--- config.mk ---
export PLATFORM = sky130hd
export DESIGN_NAME = msk_gadget_sched_flat
export DESIGN_NICKNAME = d
export VERILOG_FILES = /design/src/rtl/msk_gadget_sched_if.sv /design/src/rtl/msk_gadget_sched.sv /design/src/flat_wrapper.sv
export SDC_FILE = /design/constraint.sdc
export NUM_CORES = 1
export LEC_CHECK = 0
export ABC_CLOCK_PERIOD_IN_PS = 3100
export BUFFER_PORTS_ARGS = -buffer_cell sky130_fd_sc_hd__buf_2
export CAP_MARGIN = 10
export CORE_MARGIN = 2
export CORE_UTILIZATION = 49
export DETAILED_ROUTE_END_ITERATION = 6
export PLACE_DENSITY_LB_ADDON = 0.2
export SLEW_MARGIN = 20
export SYNTH_ARGS = -nofsm -noshare
export SYNTH_HDL_FRONTEND = slang
export SYNTH_SLANG_ARGS = --single-unit
--- constraint.sdc ---
create_clock -name clk -period 3.1 [get_ports clk]
set_clock_uncertainty 0.05 [all_clocks]
set_input_delay 0 -clock clk [delete_from_list [all_inputs] [get_ports clk]]
set_output_delay 0 -clock clk [all_outputs]
set_load 0.02 [all_outputs]
--- src/rtl/msk_gadget_sched_if.sv ---
// Bundle between the masked-gadget scheduler, its requesters and the shared gadget.
// The scheduler uses the slave view; requesters plus the gadget sit on the master view.
interface msk_gadget_sched_if #(
  parameter int unsigned d     = 2,
  parameter int unsigned count = 1,
  parameter int unsigned NREQ  = 4
);
  localparam int unsigned W = count * d;

  logic [NREQ-1:0]   req_valid;
  logic [NREQ-1:0]   req_ready;
  logic [NREQ*W-1:0] req_a;
  logic [NREQ*W-1:0] req_b;
  logic [NREQ-1:0]   req_inv;
  logic              rnd_valid;
  logic              g_in_valid;
  logic [W-1:0]      g_a;
  logic [W-1:0]      g_b;
  logic [W-1:0]      g_out;
  logic [NREQ-1:0]   resp_valid;
  logic [W-1:0]      resp_data;
  logic              busy;

  modport master (
    output req_valid, req_a, req_b, req_inv, rnd_valid, g_out,
    input  req_ready, g_in_valid, g_a, g_b, resp_valid, resp_data, busy
  );

  modport slave (
    input  req_valid, req_a, req_b, req_inv, rnd_valid, g_out,
    output req_ready, g_in_valid, g_a, g_b, resp_valid, resp_data, busy
  );
endinterface

--- src/rtl/msk_gadget_sched.sv ---
// Round-robin time-sharing of one pipelined two-input masked gadget among NREQ requesters.
// Optional macro MSK_SCHED_INV_EN: per-request complement of the result (share 0 of each bit flipped).
module msk_gadget_sched #(
  parameter int unsigned d     = 2,
  parameter int unsigned count = 1,
  parameter int unsigned NREQ  = 4,
  parameter int unsigned LAT   = 2
) (
  input logic               clk,
  input logic               rst_n,
  msk_gadget_sched_if.slave bus
);
  localparam int unsigned W  = count * d;
  localparam int unsigned PW = (NREQ > 1) ? $clog2(NREQ) : 1;

  logic [PW-1:0]   ptr;
  logic [PW-1:0]   gnt_idx;
  logic            gnt_any;
  logic [NREQ-1:0] grant;
  logic [W-1:0]    sel_a;
  logic [W-1:0]    sel_b;

  logic            g_in_valid_q;
  logic [W-1:0]    g_a_q;
  logic [W-1:0]    g_b_q;
  logic [PW-1:0]   iss_tag;

  logic [LAT-1:0]  st_v;
  logic [PW-1:0]   st_tag [LAT];

  logic [NREQ-1:0] rsp_v_nxt;
  logic [W-1:0]    rsp_d_nxt;
  logic [NREQ-1:0] rsp_v_q;
  logic [W-1:0]    rsp_d_q;

`ifdef MSK_SCHED_INV_EN
  logic            sel_inv;
  logic            iss_inv;
  logic [LAT-1:0]  st_inv;

  function automatic logic [W-1:0] share0_mask();
    logic [W-1:0] m;
    m = '0;
    for (int unsigned k = 0; k < count; k++) m[k*d] = 1'b1;
    return m;
  endfunction

  localparam logic [W-1:0] INV_MASK = share0_mask();
`else
  logic unused_inv;
  assign unused_inv = ^bus.req_inv;
`endif

  // Rotating-priority search starting at ptr; gated by fresh randomness.
  always_comb begin : arb
    int unsigned j;
    grant   = '0;
    gnt_idx = '0;
    gnt_any = 1'b0;
    j       = 0;
    if (bus.rnd_valid) begin
      for (int unsigned k = 0; k < NREQ; k++) begin
        j = (32'(ptr) + k) % NREQ;
        if (!gnt_any && bus.req_valid[j]) begin
          gnt_any = 1'b1;
          gnt_idx = PW'(j);
        end
      end
    end
    if (gnt_any) grant[gnt_idx] = 1'b1;
  end

  // Operand select: one-hot grant, all-zero when nothing is granted.
  always_comb begin
    sel_a = '0;
    sel_b = '0;
`ifdef MSK_SCHED_INV_EN
    sel_inv = 1'b0;
`endif
    for (int unsigned i = 0; i < NREQ; i++) begin
      if (grant[i]) begin
        sel_a = bus.req_a[i*W +: W];
        sel_b = bus.req_b[i*W +: W];
`ifdef MSK_SCHED_INV_EN
        sel_inv = bus.req_inv[i];
`endif
      end
    end
  end

  // Issue register and round-robin pointer.
  always_ff @(posedge clk or negedge rst_n) begin
    if (!rst_n) begin
      ptr          <= '0;
      g_in_valid_q <= 1'b0;
      g_a_q        <= '0;
      g_b_q        <= '0;
      iss_tag      <= '0;
`ifdef MSK_SCHED_INV_EN
      iss_inv      <= 1'b0;
`endif
    end else begin
      g_in_valid_q <= gnt_any;
      g_a_q        <= sel_a;
      g_b_q        <= sel_b;
      iss_tag      <= gnt_idx;
`ifdef MSK_SCHED_INV_EN
      iss_inv      <= sel_inv;
`endif
      if (gnt_any) ptr <= (32'(gnt_idx) == NREQ - 1) ? '0 : gnt_idx + PW'(1);
    end
  end

  // Tag pipeline tracking the gadget's fixed latency.
  always_ff @(posedge clk or negedge rst_n) begin
    if (!rst_n) begin
      st_v <= '0;
      for (int unsigned k = 0; k < LAT; k++) st_tag[k] <= '0;
`ifdef MSK_SCHED_INV_EN
      st_inv <= '0;
`endif
    end else begin
      st_v[0]   <= g_in_valid_q;
      st_tag[0] <= iss_tag;
`ifdef MSK_SCHED_INV_EN
      st_inv[0] <= iss_inv;
`endif
      for (int unsigned k = 1; k < LAT; k++) begin
        st_v[k]   <= st_v[k-1];
        st_tag[k] <= st_tag[k-1];
`ifdef MSK_SCHED_INV_EN
        st_inv[k] <= st_inv[k-1];
`endif
      end
    end
  end

  always_comb begin
    rsp_v_nxt = '0;
    rsp_d_nxt = '0;
    if (st_v[LAT-1]) begin
      rsp_v_nxt[st_tag[LAT-1]] = 1'b1;
`ifdef MSK_SCHED_INV_EN
      rsp_d_nxt = bus.g_out ^ (st_inv[LAT-1] ? INV_MASK : '0);
`else
      rsp_d_nxt = bus.g_out;
`endif
    end
  end

  always_ff @(posedge clk or negedge rst_n) begin
    if (!rst_n) begin
      rsp_v_q <= '0;
      rsp_d_q <= '0;
    end else begin
      rsp_v_q <= rsp_v_nxt;
      rsp_d_q <= rsp_d_nxt;
    end
  end

  assign bus.req_ready  = grant;
  assign bus.g_in_valid = g_in_valid_q;
  assign bus.g_a        = g_a_q;
  assign bus.g_b        = g_b_q;
  assign bus.resp_valid = rsp_v_q;
  assign bus.resp_data  = rsp_d_q;
  assign bus.busy       = g_in_valid_q | (|st_v) | (|rsp_v_q);
endmodule

--- src/flat_wrapper.sv ---
// flat-port wrapper written by rule: the top's interface ports become plain ports
module msk_gadget_sched_flat 
#(
  parameter int unsigned d     = 2,
  parameter int unsigned count = 1,
  parameter int unsigned NREQ  = 4,
  parameter int unsigned LAT   = 2
)
  (clk, rst_n, bus_req_valid, bus_req_a, bus_req_b, bus_req_inv, bus_rnd_valid, bus_g_out, bus_req_ready, bus_g_in_valid, bus_g_a, bus_g_b, bus_resp_valid, bus_resp_data, bus_busy);
  msk_gadget_sched_if #(.d(d), .count(count), .NREQ(NREQ)) bus_i ();
  input logic clk;
  input logic rst_n;
  input wire logic [$bits(bus_i.req_valid)-1:0] bus_req_valid;
  input wire logic [$bits(bus_i.req_a)-1:0] bus_req_a;
  input wire logic [$bits(bus_i.req_b)-1:0] bus_req_b;
  input wire logic [$bits(bus_i.req_inv)-1:0] bus_req_inv;
  input wire logic [$bits(bus_i.rnd_valid)-1:0] bus_rnd_valid;
  input wire logic [$bits(bus_i.g_out)-1:0] bus_g_out;
  output wire logic [$bits(bus_i.req_ready)-1:0] bus_req_ready;
  output wire logic [$bits(bus_i.g_in_valid)-1:0] bus_g_in_valid;
  output wire logic [$bits(bus_i.g_a)-1:0] bus_g_a;
  output wire logic [$bits(bus_i.g_b)-1:0] bus_g_b;
  output wire logic [$bits(bus_i.resp_valid)-1:0] bus_resp_valid;
  output wire logic [$bits(bus_i.resp_data)-1:0] bus_resp_data;
  output wire logic [$bits(bus_i.busy)-1:0] bus_busy;
  assign bus_i.req_valid = bus_req_valid;
  assign bus_i.req_a = bus_req_a;
  assign bus_i.req_b = bus_req_b;
  assign bus_i.req_inv = bus_req_inv;
  assign bus_i.rnd_valid = bus_rnd_valid;
  assign bus_i.g_out = bus_g_out;
  assign bus_req_ready = bus_i.req_ready;
  assign bus_g_in_valid = bus_i.g_in_valid;
  assign bus_g_a = bus_i.g_a;
  assign bus_g_b = bus_i.g_b;
  assign bus_resp_valid = bus_i.resp_valid;
  assign bus_resp_data = bus_i.resp_data;
  assign bus_busy = bus_i.busy;
  msk_gadget_sched #(.d(d), .count(count), .NREQ(NREQ), .LAT(LAT)) u_core (.clk(clk), .rst_n(rst_n), .bus(bus_i));
endmodule
==> flow_metrics.py, run 1 <==
metrics = {
    "logic_synthesis": {
        "ys.flop_type": "dfrtp_1",
        "muxShareOfSynthArea_pct": 0.9877,
        "synth_top_area_share_pct": 51.85,
        "synth.avg_cell_area_um2": 10.90,
        "synthTopCellsByArea": "dfrtp_1, a21oi_1, ha_1, nand3b_1, a221o_1",
        "synth_top_family_by_area": "simple AND/OR/NAND/NOR gates",
        "synth_most_common_cell": "dfrtp_1",
        "seq_area_frac_synth_pct": 51.85,
        "synthArstFlopShare_pct": 100.0,
        "syn-cell-area_um2": 1013,
        "synth_fa_ha_area_share_pct": 4.938,
        "synthSimpleGateAreaFrac_pct": 20.74,
        "synth_xor_area_share_pct": 0,
        "synth_compound_area_share_pct": 18.27,
        "yosysTopAreaCell": "dfrtp_1",
        "synth_edf_count": 0,
        "synth_fp_nets": 126,
        "yosysUniqueCellTypes": 31,
        "synthCells": 93,
        "synth-seq-cells": 21,
        "synth.yosys.warnings": 0,
        "yosys-top-cells-count": "dfrtp_1, a21oi_1, nand2_1, and2_1, nand3b_1",
    },
    "timing": {
        "final-setup-viol-count": 0,
        "fin_setup_tns_ns": 0,
        "maxSlewHeadroom_pct": 60.75,
        "rsz0062_at_grt": "no",
        "worstMarginPinSlew_ns": 0.5868,
        "period_share_pct": 92.74,
        "hold_viol": 0,
        "min_period_ns": 2.875,
        "fmax_mhz": 347.8,
        "slew_violations": 0,
    },
    "min_path": {
        "hold_end": "u_core.bus.g_in_valid",
        "min-delay-start": "bus_req_valid[3]",
        "hp-class": "in2reg",
        "hold-path-cell-count": 3,
    },
    "place": {
        "place_inst": 157,
        "dp_hpwl_um": 1513,
        "gp_congestion": 0.8482,
        "io_buffer_count": 40,
    },
    "die": {
        "die_w_um": 49.48,
        "fp-row-count": 16,
        "die-area_um2": 2448,
        "die_y_um": 49.48,
        "initial_core_util_pct": 51.66,
        "ioPinCount": 45,
        "core_um2": 1962,
    },
    "routing": {
        "viasPerCell": 5.185,
        "drt_wl_total_um": 2307,
        "dr.pass1.iters": 4,
        "num_vias": 897,
        "drt_iter0_drc": 16,
        "wl_per_cell_um": 13.34,
        "route.detailed.drc": 0,
        "ant_nets": 0,
    },
    "power_and_ir_drop": {
        "cellLeakagePower_nw": 0.7237,
        "powerDensity_nw_per_um2": 511.1,
        "irDropWorstVdd_mv": 0.2420,
        "power.total_uw": 709.9,
    },
    "outcome": {
        "status": "completed",
    },
    "grt": {
        "grt_max_degree": 22,
        "grt_pass1_wl_um": 3808,
        "grt.overflow.total": 0,
        "grt_use_total_pct": 20.46,
        "antenna_found_initial": 0,
        "grt_pass1_vias": 872,
    },
    "cells_and_area": {
        "utilization_pct": 70.79,
        "final_cell_count_no_fill": 173,
        "syn_to_final_growth_pct": 37.04,
        "drive_above_1_share_pct": 32.88,
        "nNetsFinal": 180,
        "antenna_cells": 0,
    },
    "critical_path": {
        "r2r_start": "u_core.ptr[1]",
        "critical_path_class": "reg2reg",
        "crit_required_ns": 3.28,
        "cp.arrival_ns": 3.06,
        "critPathLaunchType": "flop",
        "endpoint_kind": "flop",
        "crit_fanout": 9,
        "rr_endpoint": "u_core.bus.g_b[0]",
        "r2r_setup_slack_ns": 0.22,
        "r2r_cells": 7,
    },
    "clock_network": {
        "post_cts_buffers": 0,
        "cts_tree": "built",
        "clock_latency_ns": 0.29,
        "cts-root-buf": "clkbuf_4",
        "cts.sinks": 21,
        "cts_made_buffers": 3,
        "ctsLongestPathBuffers": 2,
        "h-tree-depth": 1,
        "cts.clk_slew.worst_paths_ns": 0.10,
    },
    "flow_run": {
        "drv_cap": 0,
    },
}
worst max-delay path by stage:
stage	to	from	cells after the start
finish	u_core.bus.g_b[0]	u_core.ptr[1]	7
global placement	u_core.bus.g_a[1]	u_core.ptr[1]	7
floorplan	u_core.bus.g_a[0]	u_core.ptr[1]	8
CTS	u_core.bus.g_a[0]	u_core.ptr[1]	8
detailed placement	u_core.bus.g_b[1]	u_core.ptr[1]	7
global route	u_core.bus.g_a[0]	u_core.ptr[1]	8
critical path, stage by stage (launching register included):
cell and delay, ns:
dfrtp_1 0.51, mux2i_1 0.27, o21ai_0 0.15, or3_1 0.44, ha_1 0.32, a221o_1 0.34
a21oi_1 0.17, dlygate4sd3_1 0.57
layer usage:
metal  share of wire (%)  track usage, %  wire length (um)
met3                 3.8           1.515                88
met1                  41           23.29               937
met4                 1.2           10.65                28
met5                   0               0                 0
met2                  54           38.06              1252
layout by cell type, fill, tap and decap left out, drive strengths merged, types with 2 or more instances in the layout:
cell / count
o21ai: 3
nor2: 2
a21oi: 10
buf: 40
and2: 6
nand2: 9
nor3: 2
nand3b: 6
inv: 5
ha: 4
dlygate4sd3: 12
clkbuf: 3
a221o: 4
nand2b: 2
dfrtp: 21
sequential cells by signal (all words and copies together), names as in the netlist, 2 cells and up:
name,count
u_core.bus.g_a,2
u_core.bus.g_b,2
u_core.bus.resp_data,2
u_core.bus.resp_valid,4
u_core.iss_tag,2
u_core.ptr,2
u_core.st_tag,4
u_core.st_v,2
what timing repair did:
action | in CTS | in global routing
setup endpoints to repair | 0 | 2
hold buffers | 12 | 0
resized for setup | 0 | 1
endpoints found under the hold margin | 29 | 0
stage by stage:
step	setup slack, ns	hold slack [ns]	area, um2
finish	0.2250	0.08251	1389
global route	0.1195	0.07665	1389
CTS	0.2776	0.05718	1384
detailed placement	0.8283	-0.08405	1236
global placement	0.8916	-0.09262	1236
floorplan	0.9517	-0.3456	1013
kinds of logic after synthesis:
family | count (synthesis)
buf+inv | 8
mux | 1
compound gates | 24
flops | 21
simple gates | 35
fa+ha+maj | 4
area by class of cell:
class | count | area [um2]
timing repair buffer | 52 | 320.3
multi-input combinational | 64 | 460.4
sequential | 21 | 525.5
inverter | 5 | 21.27
fill | 170 | 573.1
clock buffer | 3 | 22.52
clock inverter | 1 | 5.005
tap | 27 | 33.78
power breakdown:
part / total (mW) / internal (mW) / switching [mW]
sequential: 0.346 / 0.314 / 0.0327
clock: 0.121 / 0.0479 / 0.0728
combinational: 0.243 / 0.118 / 0.125
Note: power is estimated with default switching activity, not from simulation.
==> run 2: changes to the inputs <==
--- a/config.mk
+++ b/config.mk
@@ -5,11 +5,12 @@
 export SDC_FILE = /design/constraint.sdc
 export NUM_CORES = 1
 export LEC_CHECK = 0
+export ABC_AREA = 1
 export ABC_CLOCK_PERIOD_IN_PS = 3100
 export BUFFER_PORTS_ARGS = -buffer_cell sky130_fd_sc_hd__buf_2
 export CAP_MARGIN = 10
 export CORE_MARGIN = 2
-export CORE_UTILIZATION = 49
+export CORE_UTILIZATION = 52
 export DETAILED_ROUTE_END_ITERATION = 6
 export PLACE_DENSITY_LB_ADDON = 0.2
 export SLEW_MARGIN = 20
==> run 2 against run 1 <==
  * Design area grew 10%
  * Total power increased by 94%
  * First-iteration DRC count increased by 6.3%
  * Non-clock buffer count down 5
  * Critical path depth rose by 6
  * Area after synthesis grew 22%
  * Clock-buffer cell count stayed put
  * Hold slack got worse by 0.044 ns
  * Fmax is 2.5% higher
  * Sequential share of layout area decreased by 3.6 points
  * Critical endpoint is now bus_req_ready[2]
  * Largest cell class is now multi-input gates
  * Highest routed layer unchanged
==> flow_metrics.py, run 2 <==
metrics = {
    "place": {
        "dpl_worst_slack_ns": 0.4674,
        "dp_hpwl_um": 1702,
        "gp_congestion": 0.7966,
        "io_buffer_count": 40,
    },
    "logic_synthesis": {
        "seq_area_frac_synth_pct": 42.60,
        "synth_top_area_share_pct": 42.60,
        "muxShareOfSynthArea_pct": 0,
        "synth_fp_nets": 193,
        "synthSimpleGateAreaFrac_pct": 38.24,
        "synth_edf_count": 0,
        "yosys-top-cells-count": "nand2_1, inv_1, dfrtp_1, nor2_1, nand4_1",
        "yosysUniqueCellTypes": 24,
        "synthTopCellsByArea": "dfrtp_1, nand2_1, inv_1, nand4_1, nor2_1",
        "ys.flop_type": "dfrtp_1",
        "synth_compound_area_share_pct": 2.130,
        "synth-seq-cells": 21,
        "synth_most_common_cell": "nand2_1",
        "synth.yosys.warnings": 0,
        "synth.avg_cell_area_um2": 7.711,
        "synth_xor_area_share_pct": 0.7099,
        "synth_fa_ha_area_share_pct": 4.057,
        "synthArstFlopShare_pct": 100.0,
        "syn-cell-area_um2": 1234,
        "synthCells": 160,
        "yosysTopAreaCell": "dfrtp_1",
        "synth_top_family_by_area": "simple AND/OR/NAND/NOR gates",
    },
    "cells_and_area": {
        "multiInputGateArea_um2": 556.8,
        "final_cell_mix": "nand2_1, buf_2, inv_1",
        "drive_above_1_share_pct": 27.67,
        "antenna_cells": 0,
        "layout_commonest_cell": "nand2_1",
        "fillers": 192,
        "nNetsFinal": 240,
        "final-seq-area_um2": 525.5,
        "syn_to_final_growth_pct": 24.24,
    },
    "routing": {
        "num_vias": 1086,
        "drt_wl_total_um": 2211,
        "ant_nets": 0,
        "viasPerCell": 4.641,
        "wl_per_cell_um": 9.449,
        "drt_iter0_drc": 17,
        "dr.pass1.iters": 4,
        "route.detailed.drc": 0,
    },
    "critical_path": {
        "cp.arrival_ns": 2.76,
        "critical_path_class": "reg2out",
        "crit_required_ns": 3.05,
        "endpoint_kind": "output pin",
        "critPathMaxStageDelay_ns": 0.53,
        "path_delay_family": "simple AND/OR/NAND/NOR gates",
        "critPathLaunchType": "flop",
        "cp_num_buf_inv": 4,
        "crit_chain": "inv_6, nand2_1, nand2_2, nand2_1, and2_4, nand3_4, nand2_1, nor2_1, inv_1, ha_1, nand3_1, inv_1, buf_2",
        "crit_path_frequent_cell": "nand2_1",
        "crit_fanout": 15,
        "slowest_stage": "dfrtp_1",
    },
    "clock_network": {
        "cts-root-buf": "clkbuf_4",
        "h-tree-depth": 1,
        "ctsLongestPathBuffers": 2,
        "cts_tree": "built",
        "cts.sinks": 21,
        "clock_latency_ns": 0.29,
        "cts_made_buffers": 3,
        "cts.clk_slew.worst_paths_ns": 0.11,
    },
    "min_path": {
        "hp-class": "in2reg",
    },
    "power_and_ir_drop": {
        "cellLeakagePower_nw": 0.9318,
        "irDropWorstVdd_mv": 0.6455,
        "powerDensity_nw_per_um2": 898.0,
    },
    "timing": {
        "final-setup-viol-count": 0,
        "min_period_ns": 2.806,
        "period_share_pct": 90.50,
        "fin_setup_tns_ns": 0,
        "hold_viol": 0,
        "slew_violations": 0,
        "maxSlewHeadroom_pct": 71.16,
        "rsz0062_at_grt": "no",
        "setup_slack_ns": 0.2944,
        "fmax_mhz": 356.4,
        "worstMarginPinSlew_ns": 0.4326,
    },
    "die": {
        "die_y_um": 52.71,
        "die_w_um": 52.71,
        "ioPinCount": 45,
        "die-area_um2": 2778,
        "initial_core_util_pct": 55.24,
        "fp-row-count": 17,
        "core_um2": 2233,
    },
    "grt": {
        "grt_use_total_pct": 16.90,
        "grt_pass1_wl_um": 3519,
        "grt.overflow.total": 0,
        "antenna_found_initial": 0,
        "grt_pass1_vias": 871,
        "grt_max_degree": 22,
    },
    "flow_run": {
        "drv_cap": 0,
    },
    "outcome": {
        "status": "completed",
    },
}
## run 2: cell types whose count changed after synthesis, sizes merged, moves of 2 or more
cell | previous run | this run
a21oi | 10 | 0
and2 | 6 | 1
nor2 | 2 | 16
a221o | 4 | 0
nor3 | 2 | 5
nand2b | 2 | 0
nand3 | 0 | 10
inv | 5 | 30
nand3b | 6 | 0
nand2 | 9 | 50
nand4 | 0 | 12
## run 2: layout make-up
class / instances / area share (%)
Tap cell: 28 / 2.286
Multi-Input combinational cell: 104 / 36.33
Timing Repair Buffer: 47 / 17.63
Sequential cell: 21 / 34.29
Clock buffer: 3 / 1.469
Clock inverter: 1 / 0.3265
Inverter: 30 / 7.673
## run 2: layer usage
| metal | part of all wire, % | track usage (%) | wire (um) |
|---|---|---|---|
| met1 | 49 | 23.41 | 1090 |
| met4 | 0.86 | 7.692 | 19 |
| met5 | 0 | 0 | 0 |
| met2 | 46 | 26.46 | 1013 |
| met3 | 3.9 | 1.714 | 86 |
## run 2: tightest hold or removal path, cell delays in order
cell	delay, ns
buf_2	0.08
nand4_1	0.08
nand3_1	0.08
nand2_1	0.05
nand2_1	0.05
## run 2: final timing paths
check | startpoint | endpoint | slack [ns] | cells after the start
min | bus_req_b[2] | u_core.bus.g_b[0] | 0.04 | 5
max | u_core.ptr[0] | bus_req_ready[2] | 0.29 | 13
max in group asynchronous | rst_n | u_core.bus.resp_data[0] | 2.57 | 2
min reg2reg | u_core.iss_tag[1] | u_core.st_tag[3] | 0.31 | 0
max reg2reg | u_core.ptr[0] | u_core.bus.g_b[1] | 0.44 | 14
min in group asynchronous | rst_n | u_core.st_tag[0] | 0.12 | 2
## run 2: stage by stage
step           hold slack, ns  std cells  utilization (%)  instance area [um2]  power, mW
6_report              0.03895        234            68.63                 1533      1.376
5_1_grt               0.06982        234            68.63                 1533      1.515
4_1_cts               0.02494        234            68.63                 1533      1.386
3_5_place_dp         -0.09014        223            64.26                 1435      1.256
3_3_place_gp         -0.09103        223            64.26                 1435      1.235
2_1_floorplan         -0.3456        160                -                 1234      1.098
## run 2: timing repair
action                                 4_1_cts  5_1_grt
endpoints found under the hold margin       27        0
setup buffers                                0        0
hold buffers                                 7        0
resized for setup                            0        0
setup endpoints to repair                    0        0
## run 2: cells by family (layout without fill, tap and decap cells)
group	count (synthesis)	count (layout)
buffers and inverters	35	81
adder cells (fa/ha/maj)	4	4
AO/OA/AOI/OAI	4	4
AND/OR/NAND/NOR	95	95
flip-flops	21	21
XOR/XNOR	1	1
## run 2: where the power goes
part           total, mW  leakage, nW  switching, mW  internal [mW]
clock              0.121       0.0177         0.0730         0.0479
sequential         0.418        0.271         0.0586          0.360
combinational      0.837        0.644          0.540          0.297
total               1.38        0.932          0.672          0.705
==> run 3: changes to the inputs <==
--- a/config.mk
+++ b/config.mk
@@ -6,11 +6,11 @@
 export NUM_CORES = 1
 export LEC_CHECK = 0
 export ABC_AREA = 1
-export ABC_CLOCK_PERIOD_IN_PS = 3100
+export ABC_CLOCK_PERIOD_IN_PS = 2500
 export BUFFER_PORTS_ARGS = -buffer_cell sky130_fd_sc_hd__buf_2
 export CAP_MARGIN = 10
 export CORE_MARGIN = 2
-export CORE_UTILIZATION = 52
+export CORE_UTILIZATION = 44
 export DETAILED_ROUTE_END_ITERATION = 6
 export PLACE_DENSITY_LB_ADDON = 0.2
 export SLEW_MARGIN = 20
==> constraint.sdc (replaced) <==
create_clock -name clk -period 2.5 [get_ports clk]
set_clock_uncertainty 0.05 [all_clocks]
set_input_delay 0 -clock clk [delete_from_list [all_inputs] [get_ports clk]]
set_output_delay 0 -clock clk [all_outputs]
set_load 0.02 [all_outputs]
==> run 3 against run 2 <==
  * Sequential power increased by 20%
  * Register-to-register slack worse by 0.34 ns
  * Total power increased by 60%
  * Critical endpoint is now u_core.bus.g_a[0]
==> flow_metrics.py, run 3 (synthesized netlist as in run 2, its figures left out) <==
metrics = {
    "power_and_ir_drop": {
        "cellLeakagePower_nw": 1.002,
        "irDropWorstVdd_mv": 0.9679,
        "power.total_mw": 2.209,
        "powerDensity_nw_per_um2": 1236,
    },
    "grt": {
        "grt_use_total_pct": 16.68,
        "grt.overflow.total": 0,
        "grt_pass1_vias": 1089,
        "grt_max_degree": 22,
        "antenna_found_initial": 0,
        "grt_pass1_wl_um": 4353,
    },
    "routing": {
        "wl_per_cell_um": 11.70,
        "drt_iter0_drc": 37,
        "route.detailed.drc": 0,
        "dr.pass1.iters": 5,
        "drt_wl_total_um": 2925,
        "ant_nets": 0,
        "viasPerCell": 4.920,
        "num_vias": 1230,
    },
    "critical_path": {
        "rr_endpoint": "u_core.bus.g_a[0]",
        "critical_path_class": "reg2reg",
        "critPathMaxStageDelay_ns": 0.43,
        "crit_required_ns": 2.64,
        "critPathLaunchType": "flop",
        "r2r_setup_slack_ns": 0.10,
        "r2r_start": "u_core.ptr[0]",
        "r2r_cells": 18,
        "path_delay_family": "simple AND/OR/NAND/NOR gates",
        "cp_num_buf_inv": 5,
        "cp.arrival_ns": 2.54,
        "slowest_stage": "dfrtp_2",
        "crit_fanout": 7,
        "endpoint_kind": "flop",
        "crit_chain": "buf_6, inv_8, nand2_2, nand2_2, nand2_2, nand2_4, nor2_2, nor2_1, xor2_1, nor2_4, inv_2, ha_4, buf_6, nand4_1, nand2_1, inv_1, nand2_1, nand2_1",
    },
    "clock_network": {
        "ctsLongestPathBuffers": 2,
        "cts_made_buffers": 3,
        "clock_latency_ns": 0.29,
        "cts.sinks": 21,
        "cts.clk_slew.worst_paths_ns": 0.12,
        "h-tree-depth": 1,
        "cts_tree": "built",
        "cts-root-buf": "clkbuf_4",
    },
    "timing": {
        "slew_violations": 0,
        "fmax_mhz": 417.1,
        "period_share_pct": 95.90,
        "worstMarginPinSlew_ns": 0.4401,
        "fin_setup_tns_ns": 0,
        "setup_slack_ns": 0.1026,
        "maxSlewHeadroom_pct": 70.66,
        "final-setup-viol-count": 0,
        "hold_viol": 0,
        "min_period_ns": 2.397,
    },
    "min_path": {
        "hold-path-cell-count": 5,
        "hold_end": "u_core.bus.g_b[0]",
        "min-delay-start": "bus_req_b[2]",
        "hp-class": "in2reg",
    },
    "cells_and_area": {
        "final_cell_mix": "buf_2, nand2_1, inv_1",
        "utilization_pct": 65.93,
        "layout_commonest_cell": "buf_2",
        "nNetsFinal": 253,
        "drive_above_1_share_pct": 43.84,
        "antenna_cells": 0,
        "final_cell_count_no_fill": 250,
        "syn_to_final_growth_pct": 44.83,
    },
    "place": {
        "place_inst": 229,
        "gp_congestion": 0.8057,
        "dpl_worst_slack_ns": -0.02002,
        "io_buffer_count": 40,
        "dp_hpwl_um": 1833,
    },
    "die": {
        "die-area_um2": 3243,
        "ioPinCount": 45,
        "die_w_um": 56.95,
        "die_y_um": 56.95,
        "core_um2": 2710,
        "initial_core_util_pct": 45.52,
        "fp-row-count": 19,
    },
    "flow_run": {
        "drv_cap": 0,
    },
    "outcome": {
        "status": "completed",
    },
}
## run 3: cell count changes in the layout (fill, tap and decap cells not counted), moves of 3 or more
cell     before  now
nand2_1      44   33
buf_2        40   37
ha_1          4    0
ha_4          0    4
buf_4         0   12
nand3_1       8    5
inv_2         1    4
inv_1        28   24
buf_6         0    4
nand2_2       4   14
## run 3: final cells by class
class	count	area, um2
clock buffer	3	22.52
clock inverter	1	5.005
fill	225	923.4
inverter	30	122.6
multi-input combinational	104	679.4
sequential	21	528.0
tap	31	38.79
timing repair buffer	60	390.4
## run 3: worst min-delay path, delay by kind of cell
kind	cells	cell delay [ns]
simple gates	4	0.28
buf+inv	1	0.08
## run 3: timing repair
item / CTS / global route
pin swaps: 1 / 16
hold buffers: 7 / 0
setup endpoints to repair: 8 / 8
gates resized for setup: 7 / 39
hold endpoints to repair: 27 / 0
buffers inserted: 3 / 7
## run 3: worst max-delay path by stage
stage	from	endpoint	slack, ns	depth (start not counted)
after floorplan	u_core.ptr[0]	u_core.bus.g_a[0]	0.26	16
after global placement	u_core.ptr[0]	u_core.bus.g_a[0]	0.09	15
after detailed placement	u_core.ptr[0]	u_core.bus.g_a[0]	-0.02	15
after CTS	u_core.ptr[0]	bus_req_ready[2]	0.004	16
after global routing	u_core.ptr[0]	bus_req_ready[3]	-0.04	16
final	u_core.ptr[0]	u_core.bus.g_a[0]	0.10	18
## run 3: layer usage
| layer | part of all wire, % | track usage [%] |
|---|---|---|
| met2 | 52 | 28.57 |
| met1 | 40 | 20.76 |
| met4 | 2.6 | 7.641 |
| met5 | 0 | 0 |
| met3 | 5.8 | 2.494 |
## run 3: report_power, final
group / internal (mW) / total (mW) / switching, mW
combinational: 0.644 / 1.55 / 0.905
clock: 0.0595 / 0.158 / 0.0985
sequential: 0.449 / 0.501 / 0.0521
total: 1.15 / 2.21 / 1.06
## run 3: stage by stage
step                hold slack [ns]  cell area [um2]
detailed placement         -0.08056             1461
global placement           -0.09002             1461
CTS                         0.03033             1593
global route                0.06728             1787
floorplan                   -0.3456             1234
finish                      0.04559             1787
